File: src/rtl/tea_block_packer_if.sv
// Byte-in / cipher-core / block-out signal bundle for tea_block_packer.
// master is the packer's view; slave is the host, core and consumer side.
interface tea_block_packer_if #(
    parameter int unsigned WORD_SIZE = 16
);
    logic                   iByteValid;
    logic [7:0]             iByte;
    logic                   oByteReady;
    logic [WORD_SIZE-1:0]   oV0;
    logic [WORD_SIZE-1:0]   oV1;
    logic                   oStart;
    logic                   iDone;
    logic [WORD_SIZE-1:0]   iC0;
    logic [WORD_SIZE-1:0]   iC1;
    logic [2*WORD_SIZE-1:0] oBlock;
    logic                   oBlockValid;
    logic                   iBlockReady;
    logic                   oError;

    modport master (
        input  iByteValid, iByte, iDone, iC0, iC1, iBlockReady,
        output oByteReady, oV0, oV1, oStart, oBlock, oBlockValid, oError
    );

    modport slave (
        output iByteValid, iByte, iDone, iC0, iC1, iBlockReady,
        input  oByteReady, oV0, oV1, oStart, oBlock, oBlockValid, oError
    );
endinterface

File: src/rtl/tea_block_packer.sv
// Packs a big-endian byte stream into one TEA plaintext block, runs the core, presents {C0,C1}.
// Optional RUN watchdog with sticky oError: define TEA_PACKER_TIMEOUT_EN.
module tea_block_packer #(
    parameter int unsigned WORD_SIZE      = 16,
    parameter int unsigned TIMEOUT_CYCLES = 512
) (
    input  logic               clk,
    input  logic               rst,
    tea_block_packer_if.master bus
);
    localparam int unsigned BYTES = 2 * WORD_SIZE / 8;
    localparam int unsigned CW    = $clog2(BYTES + 1);
    localparam logic [CW-1:0] LAST_BYTE = CW'(BYTES - 1);

    localparam logic [1:0] COLLECT = 2'd0;
    localparam logic [1:0] LOAD    = 2'd1;
    localparam logic [1:0] RUN     = 2'd2;
    localparam logic [1:0] OUT     = 2'd3;

    logic [1:0]             state;
    logic [CW-1:0]          byte_cnt;
    logic [2*WORD_SIZE-1:0] pt;
    logic [2*WORD_SIZE-1:0] block;
    logic                   start;
    logic                   block_valid;
    logic                   error;
    logic                   timed_out;

`ifdef TEA_PACKER_TIMEOUT_EN
    localparam int unsigned TW = $clog2(TIMEOUT_CYCLES + 1);
    localparam logic [TW-1:0] TLAST = TW'(TIMEOUT_CYCLES - 1);

    logic [TW-1:0] run_cnt;

    always_ff @(posedge clk) begin
        if (rst) begin
            run_cnt <= '0;
        end else if (state == LOAD) begin
            run_cnt <= '0;
        end else if (state == RUN) begin
            run_cnt <= run_cnt + 1'b1;
        end
    end

    // Fires on the RUN cycle that completes the limit, so the abort lands exactly TIMEOUT_CYCLES edges in.
    assign timed_out = (state == RUN) && !bus.iDone && (run_cnt == TLAST);
`else
    assign timed_out = 1'b0;
`endif

    always_ff @(posedge clk) begin
        if (rst) begin
            state       <= COLLECT;
            byte_cnt    <= '0;
            pt          <= '0;
            block       <= '0;
            start       <= 1'b0;
            block_valid <= 1'b0;
            error       <= 1'b0;
        end else begin
            case (state)
                COLLECT: begin
                    if (bus.iByteValid) begin
                        pt <= {pt[2*WORD_SIZE-9:0], bus.iByte};
                        if (byte_cnt == LAST_BYTE) begin
                            byte_cnt <= '0;
                            state    <= LOAD;
                        end else begin
                            byte_cnt <= byte_cnt + 1'b1;
                        end
                    end
                end
                LOAD: begin
                    start <= 1'b1;
                    state <= RUN;
                end
                RUN: begin
                    if (bus.iDone) begin
                        block       <= {bus.iC0, bus.iC1};
                        start       <= 1'b0;
                        block_valid <= 1'b1;
                        state       <= OUT;
                    end else if (timed_out) begin
                        error <= 1'b1;
                        start <= 1'b0;
                        state <= COLLECT;
                    end
                end
                default: begin
                    if (bus.iBlockReady) begin
                        block_valid <= 1'b0;
                        state       <= COLLECT;
                    end
                end
            endcase
        end
    end

    assign bus.oByteReady  = (state == COLLECT);
    assign bus.oV0         = pt[2*WORD_SIZE-1:WORD_SIZE];
    assign bus.oV1         = pt[WORD_SIZE-1:0];
    assign bus.oStart      = start;
    assign bus.oBlock      = block;
    assign bus.oBlockValid = block_valid;
    assign bus.oError      = error;
endmodule

File: src/flat_wrapper.sv
// flat-port wrapper written by rule: the top's interface ports become plain ports
module tea_block_packer_flat 
#(
    parameter int unsigned WORD_SIZE      = 16,
    parameter int unsigned TIMEOUT_CYCLES = 512
)
  (clk, rst, bus_iByteValid, bus_iByte, bus_iDone, bus_iC0, bus_iC1, bus_iBlockReady, bus_oByteReady, bus_oV0, bus_oV1, bus_oStart, bus_oBlock, bus_oBlockValid, bus_oError);
  tea_block_packer_if #(.WORD_SIZE(WORD_SIZE)) bus_i ();
  input  logic clk;
  input  logic rst;
  input wire logic [$bits(bus_i.iByteValid)-1:0] bus_iByteValid;
  input wire logic [$bits(bus_i.iByte)-1:0] bus_iByte;
  input wire logic [$bits(bus_i.iDone)-1:0] bus_iDone;
  input wire logic [$bits(bus_i.iC0)-1:0] bus_iC0;
  input wire logic [$bits(bus_i.iC1)-1:0] bus_iC1;
  input wire logic [$bits(bus_i.iBlockReady)-1:0] bus_iBlockReady;
  output wire logic [$bits(bus_i.oByteReady)-1:0] bus_oByteReady;
  output wire logic [$bits(bus_i.oV0)-1:0] bus_oV0;
  output wire logic [$bits(bus_i.oV1)-1:0] bus_oV1;
  output wire logic [$bits(bus_i.oStart)-1:0] bus_oStart;
  output wire logic [$bits(bus_i.oBlock)-1:0] bus_oBlock;
  output wire logic [$bits(bus_i.oBlockValid)-1:0] bus_oBlockValid;
  output wire logic [$bits(bus_i.oError)-1:0] bus_oError;
  assign bus_i.iByteValid = bus_iByteValid;
  assign bus_i.iByte = bus_iByte;
  assign bus_i.iDone = bus_iDone;
  assign bus_i.iC0 = bus_iC0;
  assign bus_i.iC1 = bus_iC1;
  assign bus_i.iBlockReady = bus_iBlockReady;
  assign bus_oByteReady = bus_i.oByteReady;
  assign bus_oV0 = bus_i.oV0;
  assign bus_oV1 = bus_i.oV1;
  assign bus_oStart = bus_i.oStart;
  assign bus_oBlock = bus_i.oBlock;
  assign bus_oBlockValid = bus_i.oBlockValid;
  assign bus_oError = bus_i.oError;
  tea_block_packer #(.WORD_SIZE(WORD_SIZE), .TIMEOUT_CYCLES(TIMEOUT_CYCLES)) u_core (.clk(clk), .rst(rst), .bus(bus_i));
endmodule
File: config.mk
export PLATFORM = sky130hd
export DESIGN_NAME = tea_block_packer_flat
export DESIGN_NICKNAME = d
export VERILOG_FILES = /design/src/rtl/tea_block_packer_if.sv /design/src/rtl/tea_block_packer.sv /design/src/flat_wrapper.sv
export SDC_FILE = /design/constraint.sdc
export NUM_CORES = 1
export LEC_CHECK = 0
export ABC_AREA = 0
export CAP_MARGIN = 20
export CORE_UTILIZATION = 45
export DETAILED_ROUTE_END_ITERATION = 7
export PLACE_DENSITY_LB_ADDON = 0.1
export SLEW_MARGIN = 20
export SYNTH_ARGS = -nofsm -noshare
export SYNTH_HDL_FRONTEND = slang
export SYNTH_SLANG_ARGS = --single-unit
export TNS_END_PERCENT = 1
File: constraint.sdc
create_clock -name clk -period 2.35 [get_ports clk]
set_clock_uncertainty 0.15 [all_clocks]
set_input_delay 0.3525 -clock clk [delete_from_list [all_inputs] [get_ports clk]]
set_output_delay 0.3525 -clock clk [all_outputs]
set_load 0.05 [all_outputs]
# Word-level counts from Yosys, hierarchy flattened
# Cells that the tools add are included.
[totals]
ff_bits = 71
inputBits = 45
out_inout_bits = 68
word_cells = 35
[op_classes]
add_sub_neg = 1
n_eq_ne = 6
n_mux = 11
bitwise = 1
reduce_logical = 10
[op_table]
columns = ["op", "n"]
rows = [
  ["$mux 2", 4],
  ["$pmux 2 s3", 1],
  ["$reduce_and 2->1", 3],
  ["$ne 2x2->1 const B", 2],
  ["$pmux 1 s2", 2],
  ["$reduce_and 4->1", 1],
  ["$reduce_bool 2->1", 2],
  ["$reduce_bool 4->1", 1],
  ["$add 3x1->3 const B", 1],
  ["$eq 3x2->1 const B", 1],
  ["$mux 1", 3],
  ["$mux 3", 1],
  ["$reduce_and 3->1", 1],
  ["$eq 2x1->1 const B", 1],
  ["$eq 2x2->1 const B", 1],
  ["$logic_not 2->1", 1],
  ["$ne 2x1->1 const B", 1],
  ["$reduce_or 2->1", 1],
  ["$not 1->1", 1],
]

# Longest topological paths before layout
[depth]
ltp_word = 4
mapped_depth = 7
ltp_nobuf = 5

# Worst setup path after synthesis
# OpenSTA, ideal clock, no wires.
[synth_path]
path_kind = "register to register"
startpoint = "reg u_core.state[0]"
endpoint = "reg u_core.state[0]"
setup_ps = 72
t_arrival_ps = 1622
t_required_ps = 2128
setup_slack_ps = 506
stages_incl_launch_ff = 6
path_buffers = 0
synth_period_minus_slack_ps = 1844
cell_sequence = "dfxtp_1 -> inv_1 -> ha_1 -> nor2b_1 -> a2111oi_4 -> mux2i_1"
[synth_between]
elab_chain_cells = 3
word_cells_on_any_way = 9
classes_between = "5 x eq/ne; 1 x mux; 3 x reduce/logical"
[synth_rtl]
columns = ["item", "line_no", "source"]
rows = [
  ["from (decl)", "tea_block_packer.sv:20", "logic [1:0] state;"],
  ["from (signal assigned)", "tea_block_packer.sv:53", "state <= COLLECT;"],
  ["from (signal assigned)", "tea_block_packer.sv:67", "state <= LOAD;"],
  ["from (signal assigned)", "tea_block_packer.sv:75", "state <= RUN;"],
  ["$logic_not 2->1 *", "n/a", ""],
  ["net bus_oByteReady", "flat_wrapper.sv:17", "output wire logic [$bits(bus_i.oByteReady)-1:0] bus_oByteReady;"],
  ["$ne 2x1->1 (no line), or another cell as far along", "n/a", ""],
  ["$reduce_and 4->1 (no line)", "n/a", ""],
]
# The timed path passes the listed nets; every way through them passes the cells marked *.
# A chain may end at the register's enable or synchronous reset.

# Worst setup path after layout
[layout_path]
startpoint = "reg u_core.pt[0]"
endpoint = "out bus_oV1[0]"
[layout_rtl]
columns = ["item", "line_no", "source"]
rows = [
  ["from (decl)", "tea_block_packer.sv:22", "logic [2*WORD_SIZE-1:0] pt;"],
  ["from (signal assigned)", "tea_block_packer.sv:64", "pt <= {pt[2*WORD_SIZE-9:0], bus.iByte};"],
  ["to (decl)", "flat_wrapper.sv:19", "output wire logic [$bits(bus_i.oV1)-1:0] bus_oV1;"],
]
# No word-level cell between the ends.

==> metrics.md <==
| Metric | Value |
|---|---|
| End of the critical path | bus_oV1[0] |
| Mapped Cells | 328 |
| I/O pin count | 113 |
| GP Congestion | 0.797 |
| Core area | 0.00561 sq mm |
| Buffers on Ports | 111 |
| Crit path max fanout | 3 |
| First-pass GRT wire length | 9600 um |
| Fmax | 490 MHz |
| Reg clk slew, reported paths | 0.06 ns |
| Core Rows | 27 |
| Max_slew headroom | 61.1% |
| WP data arrival | 1.54 ns |
| Starting Density | 47.5% |
| NetSw | 0.551 mW |
| Sequential share of the synthesized area | 53.3% |
| Clk_lat worst skew | 0.33 ns |
| CP max stage cell | clkdlybuf4s50_1 |
| CP required | 1.85 ns |
| Antenna cells | 0 |
| Total Routing Usage GR | 20.0% |
| Crit. End Element | primary output |
| Cell Pwr Density | 580 mW/mm^2 |
| Fin. Hold Viols | 0 |
| Max Cap Viol | 0 |
| Final Critical Period | 2.04 ns |
| Met3 global-route usage | 4.60% |
| Vias per Instance | 4.85 |
| HP Class | flop to flop |
| Vias in the first global route | 2108 |
| Grt peak-use layer | met2 |
| Antenna viol nets, final | 0 |
| DRT Wirelength | 6040 um |
| Slew @ Worst Pin | 0.584 ns |
| Final setup viols | 0 |
| Largest net degree at the start of global routing | 36 |
| FF-to-FF setup slack | 0.59 ns |
| Yosys warning count | 0 |
| Pint | 1.75 mW |
| Comb pwr share | 11.4% |
| Remaining DRCs | 0 |
| FF+latch count, synth | 71 |
| Clock tree buffer depth | 2 |
| H-tree depth | 3 |
| Post-CTS Hold Buffers | 0 |
| Stages on worst setup path | 1 |
| Layout cells sized above 1 | 5.91% |
| Num CTS Buffers | 9 |
| Post-DP HPWL | 4260 um |
| DIE HEIGHT | 79.0 um |
| Met2 Usage GRT | 31.0% |
| CTS root buf | clkbuf_8 |
| Worst setup SP type | flop |
| Drt initial violations | 90 |
| GR Util met1 | 25.8% |
| Final Core Density | 70.7% |
| Total grt overflow | 0 |
| Leak pwr | 1.37 nW |
| Worst Hold Path Cells | 2 |
| Die width | 79.0 um |
| Most common cell after layout, fill and taps aside | nand2_1 |
| Yosys cell types | 25 |
| Status | finished clean |
| Critical Path, Cell by Cell | clkdlybuf4s50_1 |
| CP top delay family | buffers and inverters |
| Critical path origin | u_core.pt[0]$_SDFFE_PP0P_ |
| Number of gates resized after cts | 0 |
| Via count | 2483 |
| CP peak stage delay | 0.83 ns |
| VDD IR max | 426 uV |
| Sw Ratio | 24.0% |
| Terminus of the critical flop-to-flop path | u_core.state[1]$_SDFFE_PP0P_ |
| Number of nets in the layout | 488 |
| Clock power frac | 34.8% |
| Die area | 0.00624 sq mm |
| FF-to-FF Start | u_core.state[0]$_SDFFE_PP0P_ |
| WHS | 0.303 ns |
| CTS Sinks | 71 |
| Final setup margin | 0.311 ns |
| Initial antenna violation count | 0 |
| Area growth syn-to-layout | 48.8% |
| Avg WL per Cell | 11.8 um |
| TritonCTS clock tree | yes |
| Post-CTS Repair Setup Buffers | 0 |
| Post-place setup slack | 0.493 ns |
| Total negative slack | 0 ns |
| RSZ-0062 raised after global routing | false |
| Post-synth design cell area | 0.00267 sq mm |
| Seq pwr share | 53.8% |
| Worst R2R Path Depth | 5 |
| CP Class | flop to primary output |
| Mapped Nets | 380 |
| Slew Viols, Final | 0 |
| Period utilization | 86.8% |
| Commonest cells after routing, fill and taps aside | nand2_1 (132), clkdlybuf4s50_1 (109), dfxtp_1 (71) |
| Pre-Repair DR Iteration Count | 4 |
| Buffers & Inverters on Critical Path | 1 |
| Syn_area_per_cell | 8.13 sq um |
-- how the worst min path moves through the flow --
stage | start | to | slack [ns]
CTS | u_core.bus.oBlock[19]$_SDFFE_PP0P_ | u_core.bus.oBlock[19]$_SDFFE_PP0P_ | 0.30
detailed placement | u_core.byte_cnt[2]$_SDFFE_PP0P_ | u_core.byte_cnt[2]$_SDFFE_PP0P_ | 0.30
global placement | u_core.byte_cnt[2]$_SDFFE_PP0P_ | u_core.byte_cnt[2]$_SDFFE_PP0P_ | 0.29
global route | u_core.pt[26]$_SDFFE_PP0P_ | u_core.pt[26]$_SDFFE_PP0P_ | 0.32
floorplan | u_core.byte_cnt[2]$_SDFFE_PP0P_ | u_core.byte_cnt[2]$_SDFFE_PP0P_ | 0.28
finish | u_core.bus.oBlock[27]$_SDFFE_PP0P_ | u_core.bus.oBlock[27]$_SDFFE_PP0P_ | 0.30
-- logic make-up after synthesis --
group / Yosys count / share of synthesized area, %
multiplexers: 3 / 1.17
adder cells (fa/ha/maj): 7 / 3.28
flip-flops: 71 / 53.3
other: 1 / 0.141
AO/OA/AOI/OAI: 72 / 14.6
AND/OR/NAND/NOR: 148 / 22.6
buffers and inverters: 26 / 4.88
-- per-layer routing --
| layer | part of all wire, % | up-vias | routed length, um |
|---|---|---|---|
| li1 | - | 1275 | - |
| met1 | 46 | 1124 | 2770 |
| met2 | 46 | 73 | 2770 |
| met3 | 6.1 | 11 | 368 |
| met4 | 2.1 | 0 | 129 |
| met5 | 0 | - | 0 |
-- cell type report --
cell class	instances	area [sq um]
Sequential cell	71	1420
Tap cell	72	90.1
Fill cell	473	1640
Clock inverter	1	5.00
Timing Repair Buffer	120	1170
Clock buffer	14	153
Multi-Input combinational cell	231	1110
Inverter	3	11.3
-- power groups by stage --
stage | logic [mW] | clock network, mW | registers, mW
floorplan | 0.0839 | 0 | 1.32
global placement | 0.260 | 0 | 1.26
CTS | 0.263 | 0.829 | 1.24
global route | 0.279 | 0.888 | 1.24
detailed placement | 0.261 | 0 | 1.26
finish | 0.261 | 0.800 | 1.24
-- state kept, by name, indices dropped and copies added (netlist names) --
name and flops:
u_core.byte_cnt 3, u_core.bus.oBlock 32, u_core.bus.oBlockValid 1, u_core.state 2
u_core.bus.oStart 1, u_core.pt 32
-- synth_stat cells --
cell | count | share of area, %
nand3b_1 | 1 | 0.28
buf_2 | 5 | 0.94
nand3_1 | 1 | 0.19
and2_1 | 2 | 0.47
o21ai_0 | 1 | 0.19
mux2i_1 | 2 | 0.75
nor2b_1 | 2 | 0.47
or2_1 | 1 | 0.23
buf_4 | 7 | 2.0
a211oi_1 | 1 | 0.28
dfxtp_1 | 71 | 53
a311oi_1 | 1 | 0.33
conb_1 | 1 | 0.14
nor2_1 | 3 | 0.42
clkbuf_1 | 11 | 1.5
a2111oi_4 | 1 | 1.0
a31oi_1 | 1 | 0.23
inv_1 | 3 | 0.42
a21oi_1 | 67 | 13
mux2_2 | 1 | 0.42
ha_1 | 7 | 3.3
nand2_1 | 132 | 19
nand2b_1 | 4 | 0.94
nor4_2 | 1 | 0.47
nand2b_4 | 1 | 0.52
-- through the flow --
step | instances | area (sq um) | total power, mW
4_1_cts | 512 | 3970 | 2.33
3_5_place_dp | 497 | 3810 | 1.53
5_1_grt | 512 | 3970 | 2.41
2_1_floorplan | 328 | 2670 | 1.40
6_report | 512 | 3970 | 2.30
3_3_place_gp | 497 | 3810 | 1.52
Power figures use the tool's default switching activity.
